$ cat config.mk
export PLATFORM = sky130hd
export DESIGN_NAME = uart2axi_bridge
export DESIGN_NICKNAME = d
export VERILOG_FILES = /design/src/rtl/uart2axi_bridge.sv
export SDC_FILE = /design/constraint.sdc
export NUM_CORES = 1
export LEC_CHECK = 0
export ABC_CLOCK_PERIOD_IN_PS = 2300
export BUFFER_PORTS_ARGS = -buffer_cell sky130_fd_sc_hd__buf_2
export CAP_MARGIN = 40
export CORE_UTILIZATION = 30
export DETAILED_ROUTE_END_ITERATION = 8
export PLACE_DENSITY = 0.52
export SLEW_MARGIN = 30
export SYNTH_ARGS = -nofsm -noshare
export SYNTH_HDL_FRONTEND = slang
export SYNTH_SLANG_ARGS = --single-unit
$ cat constraint.sdc
create_clock -name clk -period 2.3 [get_ports clk]
set_input_delay 0.23 -clock clk [delete_from_list [all_inputs] [get_ports clk]]
set_output_delay 0.23 -clock clk [all_outputs]
set_load 0.01 [all_outputs]
$ cat src/rtl/uart2axi_bridge.sv
// rtl/uart2axi_bridge.sv - UART 8N1 command framer driving AXI4-Lite single-beat writes/reads
// Optional write-response byte on uart_tx enabled by defining UART2AXI_WR_ACK_EN.
module uart2axi_bridge #(
    parameter int CLK_HZ = 100_000_000,
    parameter int BAUD   = 115200
) (
    input  logic        clk,
    input  logic        rst,
    input  logic        uart_rx,
    output logic        uart_tx,
    output logic [31:0] m_axi_awaddr,
    output logic [2:0]  m_axi_awprot,
    output logic        m_axi_awvalid,
    input  logic        m_axi_awready,
    output logic [31:0] m_axi_wdata,
    output logic [3:0]  m_axi_wstrb,
    output logic        m_axi_wvalid,
    input  logic        m_axi_wready,
    input  logic [1:0]  m_axi_bresp,
    input  logic        m_axi_bvalid,
    output logic        m_axi_bready,
    output logic [31:0] m_axi_araddr,
    output logic [2:0]  m_axi_arprot,
    output logic        m_axi_arvalid,
    input  logic        m_axi_arready,
    input  logic [31:0] m_axi_rdata,
    input  logic [1:0]  m_axi_rresp,
    input  logic        m_axi_rvalid,
    output logic        m_axi_rready
);

    localparam int BIT = CLK_HZ / BAUD;
    localparam int CW  = $clog2(BIT) + 1;
    localparam logic [CW-1:0] BIT_M1  = CW'(BIT - 1);
    localparam logic [CW-1:0] HALF_M1 = CW'(BIT / 2 - 1);

    localparam logic [1:0] RX_IDLE  = 2'd0;
    localparam logic [1:0] RX_START = 2'd1;
    localparam logic [1:0] RX_DATA  = 2'd2;
    localparam logic [1:0] RX_STOP  = 2'd3;

    localparam logic [3:0] S_IDLE  = 4'd0;
    localparam logic [3:0] S_ADDR  = 4'd1;
    localparam logic [3:0] S_WDATA = 4'd2;
    localparam logic [3:0] S_AWW   = 4'd3;
    localparam logic [3:0] S_BRESP = 4'd4;
`ifdef UART2AXI_WR_ACK_EN
    localparam logic [3:0] S_ACK   = 4'd5;
`endif
    localparam logic [3:0] S_AR    = 4'd6;
    localparam logic [3:0] S_R     = 4'd7;
    localparam logic [3:0] S_TX    = 4'd8;

    logic          r_rx_s1, r_rx_s2, r_rx_s3;
    logic [1:0]    r_rx_state;
    logic [CW-1:0] r_rx_cnt;
    logic [2:0]    r_rx_bit;
    logic [7:0]    r_rx_shift;
    logic [7:0]    r_rx_byte;
    logic          r_rx_full;
    logic          w_rx_take;

    logic [9:0]    r_tx_shift;
    logic [CW-1:0] r_tx_cnt;
    logic [3:0]    r_tx_bits;
    logic          r_tx_busy;
    logic          w_tx_start;
    logic [7:0]    w_tx_byte;

    logic [3:0]    r_state;
    logic          r_is_wr;
    logic [5:0]    r_count;
    logic [1:0]    r_byte_idx;
    logic [31:0]   r_addr;
    logic [31:0]   r_data;
    logic          r_tx_sent;
    logic          r_awvalid, r_wvalid, r_bready, r_arvalid, r_rready;
    logic          w_unused;
`ifdef UART2AXI_WR_ACK_EN
    logic [1:0]    r_bresp;
`endif

    assign w_unused = &{1'b0, m_axi_rresp, m_axi_bresp};

    // Start is confirmed at half-bit; every later sample lands mid-bit.
    always_ff @(posedge clk or negedge rst) begin
        if (!rst) begin
            r_rx_s1    <= 1'b1;
            r_rx_s2    <= 1'b1;
            r_rx_s3    <= 1'b1;
            r_rx_state <= RX_IDLE;
            r_rx_cnt   <= '0;
            r_rx_bit   <= '0;
            r_rx_shift <= '0;
            r_rx_byte  <= '0;
            r_rx_full  <= 1'b0;
        end else begin
            r_rx_s1 <= uart_rx;
            r_rx_s2 <= r_rx_s1;
            r_rx_s3 <= r_rx_s2;
            if (w_rx_take)
                r_rx_full <= 1'b0;
            case (r_rx_state)
                RX_IDLE: begin
                    if (r_rx_s3 && !r_rx_s2) begin
                        r_rx_cnt   <= '0;
                        r_rx_state <= RX_START;
                    end
                end
                RX_START: begin
                    if (r_rx_cnt == HALF_M1) begin
                        r_rx_cnt   <= '0;
                        r_rx_bit   <= '0;
                        r_rx_state <= r_rx_s2 ? RX_IDLE : RX_DATA;
                    end else begin
                        r_rx_cnt <= r_rx_cnt + CW'(1);
                    end
                end
                RX_DATA: begin
                    if (r_rx_cnt == BIT_M1) begin
                        r_rx_cnt   <= '0;
                        r_rx_shift <= {r_rx_s2, r_rx_shift[7:1]};
                        r_rx_bit   <= r_rx_bit + 3'd1;
                        if (r_rx_bit == 3'd7)
                            r_rx_state <= RX_STOP;
                    end else begin
                        r_rx_cnt <= r_rx_cnt + CW'(1);
                    end
                end
                default: begin
                    if (r_rx_cnt == BIT_M1) begin
                        r_rx_cnt   <= '0;
                        r_rx_state <= RX_IDLE;
                        if (r_rx_s2) begin
                            r_rx_byte <= r_rx_shift;
                            r_rx_full <= 1'b1;
                        end
                    end else begin
                        r_rx_cnt <= r_rx_cnt + CW'(1);
                    end
                end
            endcase
        end
    end

    always_ff @(posedge clk or negedge rst) begin
        if (!rst) begin
            r_tx_shift <= '1;
            r_tx_cnt   <= '0;
            r_tx_bits  <= '0;
            r_tx_busy  <= 1'b0;
        end else if (w_tx_start) begin
            r_tx_shift <= {1'b1, w_tx_byte, 1'b0};
            r_tx_cnt   <= '0;
            r_tx_bits  <= '0;
            r_tx_busy  <= 1'b1;
        end else if (r_tx_busy) begin
            if (r_tx_cnt == BIT_M1) begin
                r_tx_cnt   <= '0;
                r_tx_shift <= {1'b1, r_tx_shift[9:1]};
                r_tx_bits  <= r_tx_bits + 4'd1;
                if (r_tx_bits == 4'd9)
                    r_tx_busy <= 1'b0;
            end else begin
                r_tx_cnt <= r_tx_cnt + CW'(1);
            end
        end
    end

    assign uart_tx = r_tx_shift[0];

    // Read-side states swallow incoming bytes so they cannot leak into the next command.
    assign w_rx_take = r_rx_full && (r_state == S_IDLE || r_state == S_ADDR || r_state == S_WDATA ||
                                     r_state == S_AR || r_state == S_R || r_state == S_TX);

`ifdef UART2AXI_WR_ACK_EN
    assign w_tx_start = !r_tx_sent && !r_tx_busy && (r_state == S_TX || r_state == S_ACK);
    assign w_tx_byte  = (r_state == S_ACK) ? {6'b0, r_bresp} : r_data[7:0];
`else
    assign w_tx_start = !r_tx_sent && !r_tx_busy && (r_state == S_TX);
    assign w_tx_byte  = r_data[7:0];
`endif

    always_ff @(posedge clk or negedge rst) begin
        if (!rst) begin
            r_state    <= S_IDLE;
            r_is_wr    <= 1'b0;
            r_count    <= '0;
            r_byte_idx <= '0;
            r_addr     <= '0;
            r_data     <= '0;
            r_tx_sent  <= 1'b0;
            r_awvalid  <= 1'b0;
            r_wvalid   <= 1'b0;
            r_bready   <= 1'b0;
            r_arvalid  <= 1'b0;
            r_rready   <= 1'b0;
`ifdef UART2AXI_WR_ACK_EN
            r_bresp    <= '0;
`endif
        end else begin
            case (r_state)
                S_IDLE: begin
                    if (r_rx_full && (r_rx_byte[7:6] == 2'b01 || r_rx_byte[7:6] == 2'b10)) begin
                        r_is_wr    <= (r_rx_byte[7:6] == 2'b01);
                        r_count    <= r_rx_byte[5:0];
                        r_byte_idx <= '0;
                        r_state    <= S_ADDR;
                    end
                end
                S_ADDR: begin
                    if (r_rx_full) begin
                        r_addr     <= {r_rx_byte, r_addr[31:8]};
                        r_byte_idx <= r_byte_idx + 2'd1;
                        if (r_byte_idx == 2'd3) begin
                            if (r_is_wr) begin
                                r_state <= S_WDATA;
                            end else begin
                                r_state   <= S_AR;
                                r_arvalid <= 1'b1;
                            end
                        end
                    end
                end
                S_WDATA: begin
                    if (r_rx_full) begin
                        r_data     <= {r_rx_byte, r_data[31:8]};
                        r_byte_idx <= r_byte_idx + 2'd1;
                        if (r_byte_idx == 2'd3) begin
                            r_state   <= S_AWW;
                            r_awvalid <= 1'b1;
                            r_wvalid  <= 1'b1;
                        end
                    end
                end
                S_AWW: begin
                    if (m_axi_awready)
                        r_awvalid <= 1'b0;
                    if (m_axi_wready)
                        r_wvalid <= 1'b0;
                    if ((!r_awvalid || m_axi_awready) && (!r_wvalid || m_axi_wready)) begin
                        r_bready <= 1'b1;
                        r_state  <= S_BRESP;
                    end
                end
                S_BRESP: begin
                    if (m_axi_bvalid) begin
                        r_bready <= 1'b0;
                        r_addr   <= r_addr + 32'd4;
`ifdef UART2AXI_WR_ACK_EN
                        r_bresp  <= m_axi_bresp;
                        r_state  <= S_ACK;
`else
                        if (r_count == 6'd0) begin
                            r_state <= S_IDLE;
                        end else begin
                            r_count <= r_count - 6'd1;
                            r_state <= S_WDATA;
                        end
`endif
                    end
                end
`ifdef UART2AXI_WR_ACK_EN
                S_ACK: begin
                    if (w_tx_start) begin
                        r_tx_sent <= 1'b1;
                    end else if (r_tx_sent && !r_tx_busy) begin
                        r_tx_sent <= 1'b0;
                        if (r_count == 6'd0) begin
                            r_state <= S_IDLE;
                        end else begin
                            r_count <= r_count - 6'd1;
                            r_state <= S_WDATA;
                        end
                    end
                end
`endif
                S_AR: begin
                    if (m_axi_arready) begin
                        r_arvalid <= 1'b0;
                        r_rready  <= 1'b1;
                        r_state   <= S_R;
                    end
                end
                S_R: begin
                    if (m_axi_rvalid) begin
                        r_rready   <= 1'b0;
                        r_data     <= m_axi_rdata;
                        r_byte_idx <= '0;
                        r_state    <= S_TX;
                    end
                end
                S_TX: begin
                    if (w_tx_start) begin
                        r_tx_sent <= 1'b1;
                    end else if (r_tx_sent && !r_tx_busy) begin
                        r_tx_sent  <= 1'b0;
                        r_data     <= {8'h00, r_data[31:8]};
                        r_byte_idx <= r_byte_idx + 2'd1;
                        if (r_byte_idx == 2'd3) begin
                            r_addr <= r_addr + 32'd4;
                            if (r_count == 6'd0) begin
                                r_state <= S_IDLE;
                            end else begin
                                r_count   <= r_count - 6'd1;
                                r_state   <= S_AR;
                                r_arvalid <= 1'b1;
                            end
                        end
                    end
                end
                default: r_state <= S_IDLE;
            endcase
        end
    end

    assign m_axi_awaddr  = r_addr;
    assign m_axi_awprot  = 3'b000;
    assign m_axi_awvalid = r_awvalid;
    assign m_axi_wdata   = r_data;
    assign m_axi_wstrb   = 4'hF;
    assign m_axi_wvalid  = r_wvalid;
    assign m_axi_bready  = r_bready;
    assign m_axi_araddr  = r_addr;
    assign m_axi_arprot  = 3'b000;
    assign m_axi_arvalid = r_arvalid;
    assign m_axi_rready  = r_rready;

endmodule

Word level (Yosys, flattened, before mapping)

Index checks and enable logic that the tools add are counted.

Input bits: 44
Word-level logic and storage cells: 220
Register bits after elaboration: 145
Output and inout port bits: 112

Reduce and logical (&&, ||, !) cells: 55
Equality and inequality tests: 38
Bitwise operators: 1
Add/sub/neg operators: 7
Muxes and demuxes: 94

Operators by type and width:

| cell                                                                    | count |
|---|---|
| 32-bit two-way mux                                                      | 9 |
| 32-bit case mux with 3 select lines                                     | 2 |
| 11-bit two-way mux                                                      | 6 |
| 4-bit two-way mux                                                       | 15 |
| 6-bit two-way mux                                                       | 6 |
| 32-bit by 3-bit adder with 32-bit output, second input constant         | 1 |
| 4-bit case mux with 8 select lines                                      | 1 |
| 10-bit two-way mux                                                      | 3 |
| 2-bit inequality test, second input constant                            | 15 |
| 1-bit two-way mux                                                       | 26 |
| 2-bit two-way mux                                                       | 12 |
| 11-bit by 1-bit adder with 11-bit output, second input constant         | 2 |
| 11-bit by 10-bit equality test with 1-bit output, second input constant | 2 |
| 11-bit case mux with 2 select lines                                     | 1 |
| 6-bit case mux with 3 select lines                                      | 1 |
| 6-bit AND reduction                                                     | 3 |
| 3-bit nonzero test                                                      | 5 |
| 2-bit nonzero test                                                      | 7 |
| 4-bit by 3-bit equality test with 1-bit output, second input constant   | 3 |
| 3-bit two-way mux                                                       | 4 |
| 2-bit by 1-bit inequality test with 1-bit output, second input constant | 6 |
| 12-bit AND reduction                                                    | 1 |
| 3-bit AND reduction                                                     | 4 |
| 11-bit by 9-bit equality test with 1-bit output, second input constant  | 1 |
| other kinds (29)                                                        | 59 |

Logic depth before layout (Yosys ltp)

Word-level depth: 11
Depth in mapped cells: 9

Least setup slack after synthesis

Ideal clock, no wire load.

Path kind: register to register
Start point: reg r_count[0]
End point: reg r_count[1]
Setup time: 125 ps
Cell stages (with the launch flop): 9
Data required time: 2175 ps
Clock period less this slack: 2222 ps
Arrival time: 2097 ps
Path slack: 78 ps
Path through: dfrtp_1 inv_1 ha_1 nor3b_1 nor3b_1 o21a_1 or2_1 clkbuf_1 mux2_2

Cells in the longest elaborated chain, start to end: 6
Elaborated cells between the ends (all ways): 8

Ends and longest elaborated chain:

| item                                                                                  | line     | RTL |
|---|---|---|
| from (decl)                                                                           | 72       | `logic [5:0] r_count;` |
| from (signal assigned)                                                                | 206      | `r_count <= r_rx_byte[5:0];` |
| from (signal assigned)                                                                | 257      | `r_count <= r_count - 6'd1;` |
| from (signal assigned)                                                                | 305      | `r_count <= r_count - 6'd1;` |
| 6-bit by 1-bit subtractor with 6-bit output / 6-bit zero test (equally long branches) | --       |  |
| 6-bit two-way mux (*)                                                                 | 254, 302 |  |
| 6-bit two-way mux                                                                     | 300      | `if (r_byte_idx == 2'd3) begin` |
| 6-bit two-way mux                                                                     | 296      | `end else if (r_tx_sent && !r_tx_busy) begin` |
| 6-bit two-way mux                                                                     | 294      | `if (w_tx_start) begin` |
| 6-bit case mux with 3 select lines (*)                                                | 202      | `case (r_state)` |

Mark *: on every way between the ends. The rest lies on a longest branch, timed or not. The select of a mux whose other input is x is not followed.
A chain may end at the register's enable or synchronous reset.

Worst setup path after layout

Start point: reg r_state[1]
End point: reg r_state[2]

Cells in the longest elaborated chain, start to end: 4
Elaborated cells between the ends (all ways): 23

Ends and longest elaborated chain:

| item                                   | line     | RTL |
|---|---|---|
| from (decl)                            | 70       | `logic [3:0] r_state;` |
| from (signal assigned)                 | 186      | `r_state <= S_IDLE;` |
| from (signal assigned)                 | 208      | `r_state <= S_ADDR;` |
| from (signal assigned)                 | 217      | `r_state <= S_WDATA;` |
| 4-bit equality test                    | 180, 202 |  |
| 1-bit logical AND                      | 180      | `assign w_tx_start = !r_tx_sent && !r_tx_busy && (r_state == S_TX);` |
| 2-bit inequality test (no source line) | --       |  |
| 12-bit AND reduction (no source line)  | --       |  |

Several ways; a longest one is shown, not always the timed one.

==> impl_metrics.py <==
metrics = {
    "finish": {
        "nets": 1036,
        "syn_to_final_growth_pct": 21.7,
        "final_cell_mix": "buf_2 (140), dfrtp_1 (132), nand2_1 (117)",
        "post-route-util": 0.371,
        "stdcell_area_um2": 9630,
        "num-fill-cells": 2656,
        "layout_commonest_cell": "buf_2",
        "drive_gt1_frac": 0.265,
        "antenna_cells": 0,
    },
    "clocking": {
        "cts_tree": "built",
        "cts.htree.levels": 4,
        "clk_path_buf_depth": 2,
        "clkTransAtPathRegs_ns": 0.06,
        "cts_root_buf": "clkbuf_16",
        "cts_made_buffers": 17,
        "clock_insertion_delay_worst_skew_ns": 0.42,
        "cts.sinks": 144,
        "postCtsResizedCells": 0,
    },
    "floorplan": {
        "rows": 59,
        "die_w_um": 164,
        "die_y_um": 164,
        "io_pins": 156,
        "start_util": 0.304,
        "dieArea_um2": 27000,
        "core-area_um2": 26000,
    },
    "synthesis": {
        "yosysWarnings": 0,
        "netlist_instances": 858,
        "seq_area_frac_synth": 0.457,
        "ys_seq_elements": 144,
        "synthDistinctLibCells": 62,
        "syn_area_per_cell_um2": 9.22,
        "synthFlopType": "dfrtp_1",
        "async_reset_ff_frac": 1.00,
        "netlist_area_um2": 7910,
        "synth_edf_count": 0,
    },
    "outcome": {
        "status": "finished, final reports clean",
    },
    "global_routing": {
        "grtUsageTotal": 0.158,
        "grt_overflow": 0,
        "grt_pass1_vias": 6311,
        "grt_max_degree": 65,
        "grt_pass1_wl_mm": 33.5,
        "grt_antenna_before_repair": 0,
    },
    "placement": {
        "dpl-instance-area_um2": 9000,
        "dp_slack_ns": 0.165,
        "dp_hpwl_mm": 14.2,
        "place_congestion": 0.815,
        "io_buffers": 141,
    },
    "detailed_routing": {
        "wl_per_cell_um": 15.6,
        "wl_met3_um": 857,
        "viasPerCell": 5.03,
        "drt_pass1_iterations": 5,
        "ant_nets": 0,
        "wl_met1_mm": 10.1,
        "num_vias": 6679,
        "top_layer": "met4",
        "drt_iter0_drc": 437,
        "met2WireLength_mm": 9.50,
        "drc": 0,
        "drt-total-wl_mm": 20.7,
    },
    "setup_path": {
        "endpoint_kind": "register",
        "worstSetupPathType": "register to register",
        "rrSetupSlack_ns": 0.16,
        "arrival_ns": 2.43,
        "cp_data_required_time_ns": 2.59,
        "path_max_fanout": 8,
        "start_kind": "register",
    },
    "timing": {
        "clock_skew_ns": 0.0113,
        "worst_slew_pin_slew_ns": 0.539,
        "setup_ws_ns": 0.160,
        "setup_tns_ns": 0,
        "period_share": 0.931,
        "rsz0062_at_grt": "no",
        "max_slew_margin": 0.640,
        "drv_slew": 0,
        "period_minus_slack_ns": 2.14,
        "max_freq_mhz": 467,
        "setup_violations": 0,
        "hold_viol_final": 0,
    },
    "hold_path": {
        "min_path_type": "input port to register",
    },
    "power_and_ir_drop": {
        "design_power_total_mw": 6.00,
        "peakVddDrop_v": 0.000433,
        "p_leak_nw": 4.35,
        "power.density_nw_per_um2": 623,
    },
    "job": {
        "maxCapViolations": 0,
    },
}
-- worst paths after layout --
path	start	end	depth (start not counted)
setup / recovery	r_state[1]$_DFFE_PN0P_	r_state[2]$_DFFE_PN0P_	6
hold / removal	m_axi_arready	m_axi_arvalid$_DFFE_PN0P_	2
setup reg to reg	r_state[1]$_DFFE_PN0P_	r_state[2]$_DFFE_PN0P_	6
hold reg to reg	r_rx_s1$_DFF_PN1_	r_rx_s2$_DFF_PN1_	0
max in group asynchronous	rst	r_rx_byte[1]$_DFFE_PN0P_	3
min in group asynchronous	rst	r_tx_cnt[2]$_DFFE_PN0P_	2
-- cell type report --
type | instances | area, um^2 | area share
multi-input combinational | 608 | 3720 | 0.386
clock inverter | 14 | 189 | 0.0196
inverter | 19 | 71.3 | 0.00740
sequential | 144 | 3620 | 0.376
timing repair buffer | 191 | 1190 | 0.124
clock buffer | 17 | 425 | 0.0442
tap | 335 | 419 | 0.0435
-- cell usage after synthesis, types with 14 or more instances --
| master | count | area share |
|---|---|---|
| mux2i_1 | 27 | 0.034 |
| o22ai_1 | 23 | 0.018 |
| clkbuf_1 | 31 | 0.015 |
| nand3_1 | 23 | 0.015 |
| o21ai_0 | 55 | 0.035 |
| nand2_1 | 117 | 0.056 |
| buf_4 | 45 | 0.043 |
| buf_2 | 17 | 0.011 |
| xor2_1 | 14 | 0.015 |
| nand4_1 | 34 | 0.027 |
| dfrtp_1 | 132 | 0.42 |
| nor3_1 | 16 | 0.010 |
| a21oi_1 | 41 | 0.026 |
| inv_1 | 19 | 0.0090 |
| nor2_1 | 58 | 0.028 |
| a2bb2oi_1 | 22 | 0.024 |
| mux2_2 | 16 | 0.023 |
-- what timing repair did --
item / in CTS / in global routing
hold buffers: 2 / 0
setup buffers: 0 / 0
endpoints found under the hold margin: 44 / 0
-- registers in the layout (all words and copies together) (netlist names), 3 cells and up --
signal,count
m_axi_araddr,32
m_axi_wdata,32
r_count,6
r_rx_bit,3
r_rx_byte,8
r_rx_cnt,11
r_rx_shift,8
r_state,4
r_tx_bits,4
r_tx_cnt,11
r_tx_shift,9
-- kinds of logic after synthesis --
logic type	synth area share
and+or+nand+nor	0.195
AOI/OAI and AO/OA	0.169
DFF	0.457
buffers and inverters	0.0800
muxes	0.0607
xor gates and xnor gates	0.0177
adders and majority gates	0.0187
other	0.000949
-- layer usage --
metal,vias to the layer above,global-route usage
li1,3276,-
met1,3234,0.224
met2,152,0.244
met3,17,0.0301
met4,0,0.0413
met5,-,0
-- worst max-delay path: stages (launching register included) --
cell and delay (ns):
dfrtp_1 0.37, or4b_1 0.70, nor2_1 0.16, buf_4 0.15, nor2_1 0.07, and4b_1 0.26, mux2_4 0.32
-- power by group --
part           switching (mW)  total, mW  internal, mW
registers              0.0624       2.65          2.59
clock network            1.12       2.93          1.81
logic                   0.234      0.422         0.188
-- stage by stage --
stage                     hold slack [ns]  instances
after floorplan                   -0.0656        866
after global placement              0.213       1295
after detailed placement            0.219       1295
after CTS                          0.0634       1328
after global routing               0.0808       1328
final                              0.0872       1328
No activity file was read; power rests on OpenSTA's default activity.
